===== src/rtl/mdu_pkg.sv =====
// Shared encodings for the iterative multiply/divide unit.
// The op encoding matches the EX-stage ALU request field.
package mdu_pkg;

   localparam int MDU_WIDTH = 32;
   localparam int CNT_W     = $clog2(MDU_WIDTH);

   typedef enum logic [1:0] {
      MDU_MULT  = 2'd0,
      MDU_MULTU = 2'd1,
      MDU_DIV   = 2'd2,
      MDU_DIVU  = 2'd3
   } mdu_op_e;

   typedef enum logic [2:0] {
      S_IDLE = 3'd0,
      S_PREP = 3'd1,
      S_ITER = 3'd2,
      S_FIX  = 3'd3,
      S_DONE = 3'd4
   } mdu_state_e;

   // Bit 0 clear selects the signed variant (MULT, DIV).
   function automatic logic op_is_signed(input logic [1:0] op);
      return ~op[0];
   endfunction

endpackage


===== src/rtl/mdu_step.sv =====
// One radix-2 iteration: shift-add for multiply, restoring shift-subtract for divide.
// Purely combinational; the caller registers acc_out every ITER cycle.
module mdu_step #(
   parameter int WIDTH = 32
) (
   input  logic                 is_div,
   input  logic [2*WIDTH-1:0]   acc_in,
   input  logic [WIDTH-1:0]     operand,
   output logic [2*WIDTH-1:0]   acc_out
);

   logic [WIDTH:0] sum;
   logic [WIDTH:0] shifted;
   logic [WIDTH:0] diff;

   always_comb begin
      // Multiply: upper half accumulates the multiplicand, multiplier shifts out of the bottom.
      sum     = {1'b0, acc_in[2*WIDTH-1:WIDTH]} +
                (acc_in[0] ? {1'b0, operand} : {(WIDTH+1){1'b0}});
      // Divide: upper half is the partial remainder, lower half shifts dividend out / quotient in.
      shifted = acc_in[2*WIDTH-1:WIDTH-1];
      diff    = shifted - {1'b0, operand};
      if (is_div) begin
         if (!diff[WIDTH]) begin
            acc_out = {diff[WIDTH-1:0], acc_in[WIDTH-2:0], 1'b1};
         end else begin
            acc_out = {shifted[WIDTH-1:0], acc_in[WIDTH-2:0], 1'b0};
         end
      end else begin
         acc_out = {sum, acc_in[WIDTH-1:1]};
      end
   end

endmodule


===== src/rtl/mdu_iterative.sv =====
// Multi-cycle MULT/MULTU/DIV/DIVU unit owning HI/LO; result and done 35 cycles after start (WIDTH=32).
// No queueing: start is taken only in IDLE or the DONE cycle, flush aborts, MTHI/MTLO ignored while busy.
module mdu_iterative
   import mdu_pkg::*;
#(
   parameter int WIDTH = MDU_WIDTH
) (
   input  logic             clk,
   input  logic             rst,
   input  logic             start,
   input  logic [1:0]       op,
   input  logic [WIDTH-1:0] op_a,
   input  logic [WIDTH-1:0] op_b,
   input  logic             flush,
   input  logic             hi_we,
   input  logic             lo_we,
   input  logic [WIDTH-1:0] wdata,
   output logic             busy,
   output logic             done,
   output logic             div_by_zero,
   output logic [WIDTH-1:0] hi,
   output logic [WIDTH-1:0] lo
);

   localparam int CW = CNT_W + 1;

   mdu_state_e         state_q, state_d;
   logic [1:0]         op_q, op_d;
   logic [WIDTH-1:0]   opa_q, opa_d, opb_q, opb_d, opd_q, opd_d;
   logic [WIDTH-1:0]   hi_q, hi_d, lo_q, lo_d;
   logic [2*WIDTH-1:0] acc_q, acc_d, step_acc;
   logic [CW-1:0]      cnt_q, cnt_d;
   logic               neg_q, neg_d, rneg_q, rneg_d, dz_q, dz_d;
   logic               busy_q, busy_d, done_q, done_d, dbz_q, dbz_d;

   logic               sgn_a, sgn_b, accept;
   logic [WIDTH-1:0]   mag_a, mag_b, quo, rem;
   logic [2*WIDTH-1:0] prod;

   mdu_step #(.WIDTH(WIDTH)) u_step (
      .is_div  (op_q[1]),
      .acc_in  (acc_q),
      .operand (opd_q),
      .acc_out (step_acc)
   );

   always_comb begin
      state_d = state_q;
      op_d    = op_q;
      opa_d   = opa_q;
      opb_d   = opb_q;
      opd_d   = opd_q;
      acc_d   = acc_q;
      cnt_d   = cnt_q;
      neg_d   = neg_q;
      rneg_d  = rneg_q;
      dz_d    = dz_q;
      hi_d    = hi_q;
      lo_d    = lo_q;

      sgn_a  = op_is_signed(op_q) & opa_q[WIDTH-1];
      sgn_b  = op_is_signed(op_q) & opb_q[WIDTH-1];
      mag_a  = sgn_a ? -opa_q : opa_q;
      mag_b  = sgn_b ? -opb_q : opb_q;
      prod   = neg_q  ? -acc_q : acc_q;
      quo    = neg_q  ? -acc_q[WIDTH-1:0] : acc_q[WIDTH-1:0];
      rem    = rneg_q ? -acc_q[2*WIDTH-1:WIDTH] : acc_q[2*WIDTH-1:WIDTH];
      accept = start & ((state_q == S_IDLE) | (state_q == S_DONE));

      if (!busy_q) begin
         if (hi_we) hi_d = wdata;
         if (lo_we) lo_d = wdata;
      end

      case (state_q)
         S_IDLE, S_DONE: begin
            state_d = S_IDLE;
            if (accept) begin
               state_d = S_PREP;
               op_d    = op;
               opa_d   = op_a;
               opb_d   = op_b;
            end
         end
         S_PREP: begin
            state_d = S_ITER;
            cnt_d   = CW'(WIDTH);
            neg_d   = sgn_a ^ sgn_b;
            rneg_d  = sgn_a;
            dz_d    = op_q[1] & (opb_q == '0);
            if (op_q[1]) begin
               opd_d = mag_b;
               acc_d = {{WIDTH{1'b0}}, mag_a};
            end else begin
               opd_d = mag_a;
               acc_d = {{WIDTH{1'b0}}, mag_b};
            end
         end
         S_ITER: begin
            acc_d = step_acc;
            cnt_d = cnt_q - CW'(1);
            if (cnt_q == CW'(1)) state_d = S_FIX;
         end
         S_FIX: begin
            state_d = S_DONE;
            if (!op_q[1]) begin
               {hi_d, lo_d} = prod;
            end else if (dz_q) begin
               hi_d = opa_q;
               lo_d = {WIDTH{1'b1}};
            end else begin
               hi_d = rem;
               lo_d = quo;
            end
         end
         default: state_d = S_IDLE;
      endcase

      // An abort in FIX must not let the half-finished result reach HI/LO.
      if (flush) begin
         state_d = S_IDLE;
         if (state_q == S_FIX) begin
            hi_d = hi_q;
            lo_d = lo_q;
         end
      end

      busy_d = (state_d == S_PREP) | (state_d == S_ITER) | (state_d == S_FIX);
      done_d = (state_d == S_DONE);
      dbz_d  = (state_d == S_DONE) & dz_q;
   end

   always_ff @(posedge clk) begin
      if (rst) begin
         state_q <= S_IDLE;
         op_q    <= '0;
         opa_q   <= '0;
         opb_q   <= '0;
         opd_q   <= '0;
         acc_q   <= '0;
         cnt_q   <= '0;
         neg_q   <= 1'b0;
         rneg_q  <= 1'b0;
         dz_q    <= 1'b0;
         hi_q    <= '0;
         lo_q    <= '0;
         busy_q  <= 1'b0;
         done_q  <= 1'b0;
         dbz_q   <= 1'b0;
      end else begin
         state_q <= state_d;
         op_q    <= op_d;
         opa_q   <= opa_d;
         opb_q   <= opb_d;
         opd_q   <= opd_d;
         acc_q   <= acc_d;
         cnt_q   <= cnt_d;
         neg_q   <= neg_d;
         rneg_q  <= rneg_d;
         dz_q    <= dz_d;
         hi_q    <= hi_d;
         lo_q    <= lo_d;
         busy_q  <= busy_d;
         done_q  <= done_d;
         dbz_q   <= dbz_d;
      end
   end

   assign busy        = busy_q;
   assign done        = done_q;
   assign div_by_zero = dbz_q;
   assign hi          = hi_q;
   assign lo          = lo_q;

endmodule


===== config.mk =====
export PLATFORM = sky130hd
export DESIGN_NAME = mdu_iterative
export DESIGN_NICKNAME = d
export VERILOG_FILES = /design/src/rtl/mdu_pkg.sv /design/src/rtl/mdu_step.sv /design/src/rtl/mdu_iterative.sv
export SDC_FILE = /design/constraint.sdc
export NUM_CORES = 1
export LEC_CHECK = 0
export CAP_MARGIN = 10
export CORE_MARGIN = 4
export CORE_UTILIZATION = 45
export CTS_BUF_LIST = sky130_fd_sc_hd__clkbuf_8
export CTS_CLUSTER_SIZE = 40
export DETAILED_ROUTE_END_ITERATION = 16
export PLACE_DENSITY = 0.65
export SLEW_MARGIN = 15
export SYNTH_ARGS = -nofsm -noshare
export SYNTH_HDL_FRONTEND = slang
export SYNTH_SLANG_ARGS = --single-unit

===== constraint.sdc =====
create_clock -name clk -period 4.35 [get_ports clk]
set_input_delay 0.87 -clock clk [delete_from_list [all_inputs] [get_ports clk]]
set_output_delay 0.87 -clock clk [all_outputs]
set_load 0.1 [all_outputs]

==> summary.md, run 1 <==
| Metric | Value |
|---|---|
| Status | `finished clean` |
| GRT overflow | `0` |
| Sequential area share after synthesis | `26.7%` |
| Largest family of logic cells by synthesized area | `compound AO/OA/AOI/OAI gates` |
| Crit path launch | `acc_q[0]$_SDFFE_PP0P_` |
| Htree depth | `2` |
| # fillers | `3,902` |
| Residual DRC count | `0` |
| Initial antenna violation count | `2` |
| # Post-CTS Setup Buffers | `0` |
| Hold_ws | `0.450 ns` |
| Setup CP Type | `flop to flop` |
| Crit path time final | `around 4.0 ns` |
| Final #Nets | `2,764` |
| Post-Syn Nets | `approximately 2,700` |
| R2r endpoint | `hi[4]$_SDFFE_PP0P_` |
| Syn. warnings | `0` |
| Drt via density | `6.22` |
| Cells after Synth | `roughly 2,500` |
| Top_reg_cell synth | `dfxtp_1` |
| Yosys reg bits | `about 240` |
| Final worst slack | `about 0.36 ns` |
| CP max stage cell | `a2111oi_0` |
| Inserted Clock Buffers | `45` |
| Xor and xnor area share after synthesis | `around 8.5%` |
| Number of distinct library cells after synthesis | `84` |
| Cts hold-fix bufs | `0` |
| CTS resizes | `0` |
| Critical path launch point type | `flop` |
| CP Max Fanout | `12` |
| EDFF count, synth | `0` |
| Util after Layout | `a little over half` |
| CTS root buffer | `clkbuf_8` |
| IO buf count | `170` |
| Via count | `roughly 20,000` |
| Post-synth ARST share | `0%` |
| Cell family with most CP delay | `simple AND/OR/NAND/NOR gates` |
| Drt wl/cell | `23.7 um` |
| Average size of a mapped cell | `around 7.2 um^2` |
| Total die area | `between 40,000 and 50,000 um^2` |
| Synth Area in Compound Gates | `~28%` |
| Vias in the first global route | `between 15,000 and 20,000` |
| Area of the multi-input gates | `12,300 um^2` |
| Hold WC Path Type | `flop to flop` |
| CP peak stage delay | `between 0.5 and 0.6 ns` |
| Endpoints failing setup | `0` |
| Worst-case vdd ir drop | `roughly 0.26 mV` |
| Slew @ Worst Pin | `between 1 and 1.5 ns` |
| CP Capture Point | `hi[4]$_SDFFE_PP0P_` |
| Leakage power | `8.32 nW` |
| CTS tree | `done` |
| Slew headroom | `between 20 and 30%` |
| DP Wirelength | `57.6 mm` |
| Period utilization | `91.8%` |
| Boundary pin count | `approximately 170` |
| Critical path required time | `4.84 ns` |
| FF-to-FF setup slack | `~0.36 ns` |
| Worst-path clk slew | `0.06 ns` |
| Worst-skew pair later-pin latency | `~0.64 ns` |
| Starting density of the core | `45.5%` |
| Setup TNS Final | `0 ns` |
| Clk sinks | `241` |
| Register area | `between 4000 and 5000 um^2` |
| DRT Wirelength | `between 70 and 80 mm` |
| Hold Path Depth | `2` |
| Fin Clk Skew | `approximately 0.034 ns` |
| RSZ-0062 raised after global routing | `no` |
| Gr usage total | `roughly a third` |
| Core Area | `39,700 um^2` |
| Drt pass-1 iters | `6` |
| 1st-iter DRT viols | `about 2,200` |
| FP Rows | `73` |
| Simple-Gate Fraction of Synth Area | `a little under a quarter` |
| Die Height | `208 um` |
| Largest net degree at the start of global routing | `~120` |
| Routability cong. | `slightly above 1` |
| Max-cap violations | `0` |
| Max Slew Vio Count | `0` |
| CP most frequent cell | `nor3_1` |
| Most common cell after layout, fill and taps aside | `nand2_1` |
| Fmax | `approximately 250 MHz` |
| Arrival time worst endpoint | `about 4.5 ns` |
| Fraction of layout cells with a size suffix above 1 | `6.78%` |
| CP Depth | `11` |
| Die Wd | `about 210 um` |
| Mux cell area share after synthesis | `~3.8%` |
| Final hold viol count | `0` |
| First-pass GRT wire length | `between 100 and 150 mm` |
| Place WS | `about 0.56 ns` |
| R2R depth | `11` |
| Count of buffer and inverter cells on the critical path | `1` |
| Area grow syn2layout | `17.1%` |
| Mapped Area | `around 18,000 um^2` |
| PD cells | `around 320 nW/um^2` |
| CP Capture Type | `flop` |
| CP Cell Sequence | `inv_1 > ha_1 > or3b_2 > nor3_1 > nand4_1 > or2_1 > o21ai_1 > xor2_1 > nor3_1 > a2111oi_0 > nor2_1` |
| Most frequent cells in the layout | `nand2_1, a21oi_1, dfxtp_1` |
| Adder-cell share of the synthesized area | `roughly 5%` |
| Antenna cells | `0` |
| Antenna-violating nets left | `0` |
| Worst reg2reg startpoint | `acc_q[0]$_SDFFE_PP0P_` |
| CTS Buffer Depth | `3` |
[worst register-to-register path: cells and delay by family, from the launching register on]
kind,cells,cell delay [ns]
compound gates,2,0.71
xor+xnor,1,0.17
fa+ha+maj,1,0.25
buf+inv,1,0.47
flops,1,0.40
simple gates,6,1.85
[flip-flops by register name (all words and copies together), names as in the netlist, 2 cells and up]
register and count:
opd_q 32, acc_q 64, op_q 2, state_q 3, cnt_q 6, opb_q 32, hi 32, lo 32
opa_q 32
[Yosys cell counts (11+ instances only)]
| master | count | area, um^2 |
|---|---|---|
| o21ai_0 | 129 | 646 |
| or3_1 | 17 | 106 |
| nand4_1 | 13 | 81.3 |
| o22ai_1 | 14 | 87.6 |
| nor2_1 | 228 | 856 |
| nor4_1 | 23 | 144 |
| and3_1 | 13 | 81.3 |
| nand3_1 | 32 | 160 |
| nand2_1 | 381 | 1430 |
| mux2i_1 | 65 | 651 |
| dfxtp_1 | 241 | 4820 |
| o21a_1 | 15 | 113 |
| and2_1 | 14 | 87.6 |
| o211ai_1 | 42 | 315 |
| a31oi_1 | 17 | 106 |
| clkbuf_1 | 170 | 638 |
| buf_1 | 18 | 67.6 |
| nor3_1 | 62 | 310 |
| a22oi_1 | 15 | 113 |
| o31ai_1 | 29 | 218 |
| a21oi_1 | 340 | 1700 |
| a21o_1 | 37 | 278 |
| o221ai_1 | 39 | 342 |
| or4_1 | 24 | 180 |
| a311oi_1 | 11 | 96.3 |
| xor2_1 | 82 | 718 |
| xnor2_1 | 94 | 823 |
| a211oi_1 | 27 | 203 |
| inv_1 | 60 | 225 |
| nand2b_1 | 23 | 144 |
| nor2b_1 | 16 | 100 |
| ha_1 | 70 | 876 |
[power breakdown]
group          switching [mW]  total, mW  internal, mW  leakage [nW]
registers               0.151       2.46          2.31          1.97
clock network            1.07       2.39          1.32         0.542
logic                    1.23       1.86         0.632          5.81
[worst min-delay path by stage]
stage / start / end / slack, ns
6_report: lo[6]$_SDFFE_PP0P_ / lo[6]$_SDFFE_PP0P_ / 0.45
4_1_cts: opd_q[21]$_SDFFE_PP0P_ / opd_q[21]$_SDFFE_PP0P_ / 0.45
5_1_grt: lo[22]$_SDFFE_PP0P_ / lo[22]$_SDFFE_PP0P_ / 0.47
3_3_place_gp: hi[19]$_SDFFE_PP0P_ / hi[19]$_SDFFE_PP0P_ / 0.44
2_1_floorplan: opd_q[14]$_SDFFE_PP0P_ / opd_q[14]$_SDFFE_PP0P_ / 0.43
3_5_place_dp: opd_q[21]$_SDFFE_PP0P_ / opd_q[21]$_SDFFE_PP0P_ / 0.44
[layout make-up]
type	instances	share of cell area, %
repair buffers	224	10.1
inverters	61	1.08
clock inverters	22	0.704
well taps	525	3.10
clock buffers	61	3.97
multi-input cells	2015	58.2
flip-flops and latches	241	22.8
[routing by layer]
layer  up-vias  global-route usage (%)  wire (um)
met5         -                       0          0
met4         0                    14.6       3560
met3       165                    4.45       6570
met2       980                    51.7      33400
met1      9289                    44.5      31200
li1       9162                       -          -
[metrics by stage]
step           std cells  total power, mW  cell area, um^2
6_report            3149             6.72            21200
2_1_floorplan       2511             3.72            18100
5_1_grt             3149             6.99            21200
3_5_place_dp        3066             4.33            20200
4_1_cts             3149             6.72            21200
3_3_place_gp        3066             4.32            20200
[cells by family (layout without fill, tap and decap cells)]
kind of cell	after synthesis	after routing
simple gates	897	897
compound gates	802	802
buf+inv	255	368
flops	241	241
xor+xnor	176	176
fa+ha+maj	72	72
mux	68	68
Note: power is estimated with default switching activity, not from simulation.
==> run 2, diff against run 1 <==
CAP_MARGIN = default   (was 10)
==> results of run 2 <==
Same layout as run 1: the final DEF is identical, and so are final timing and power.
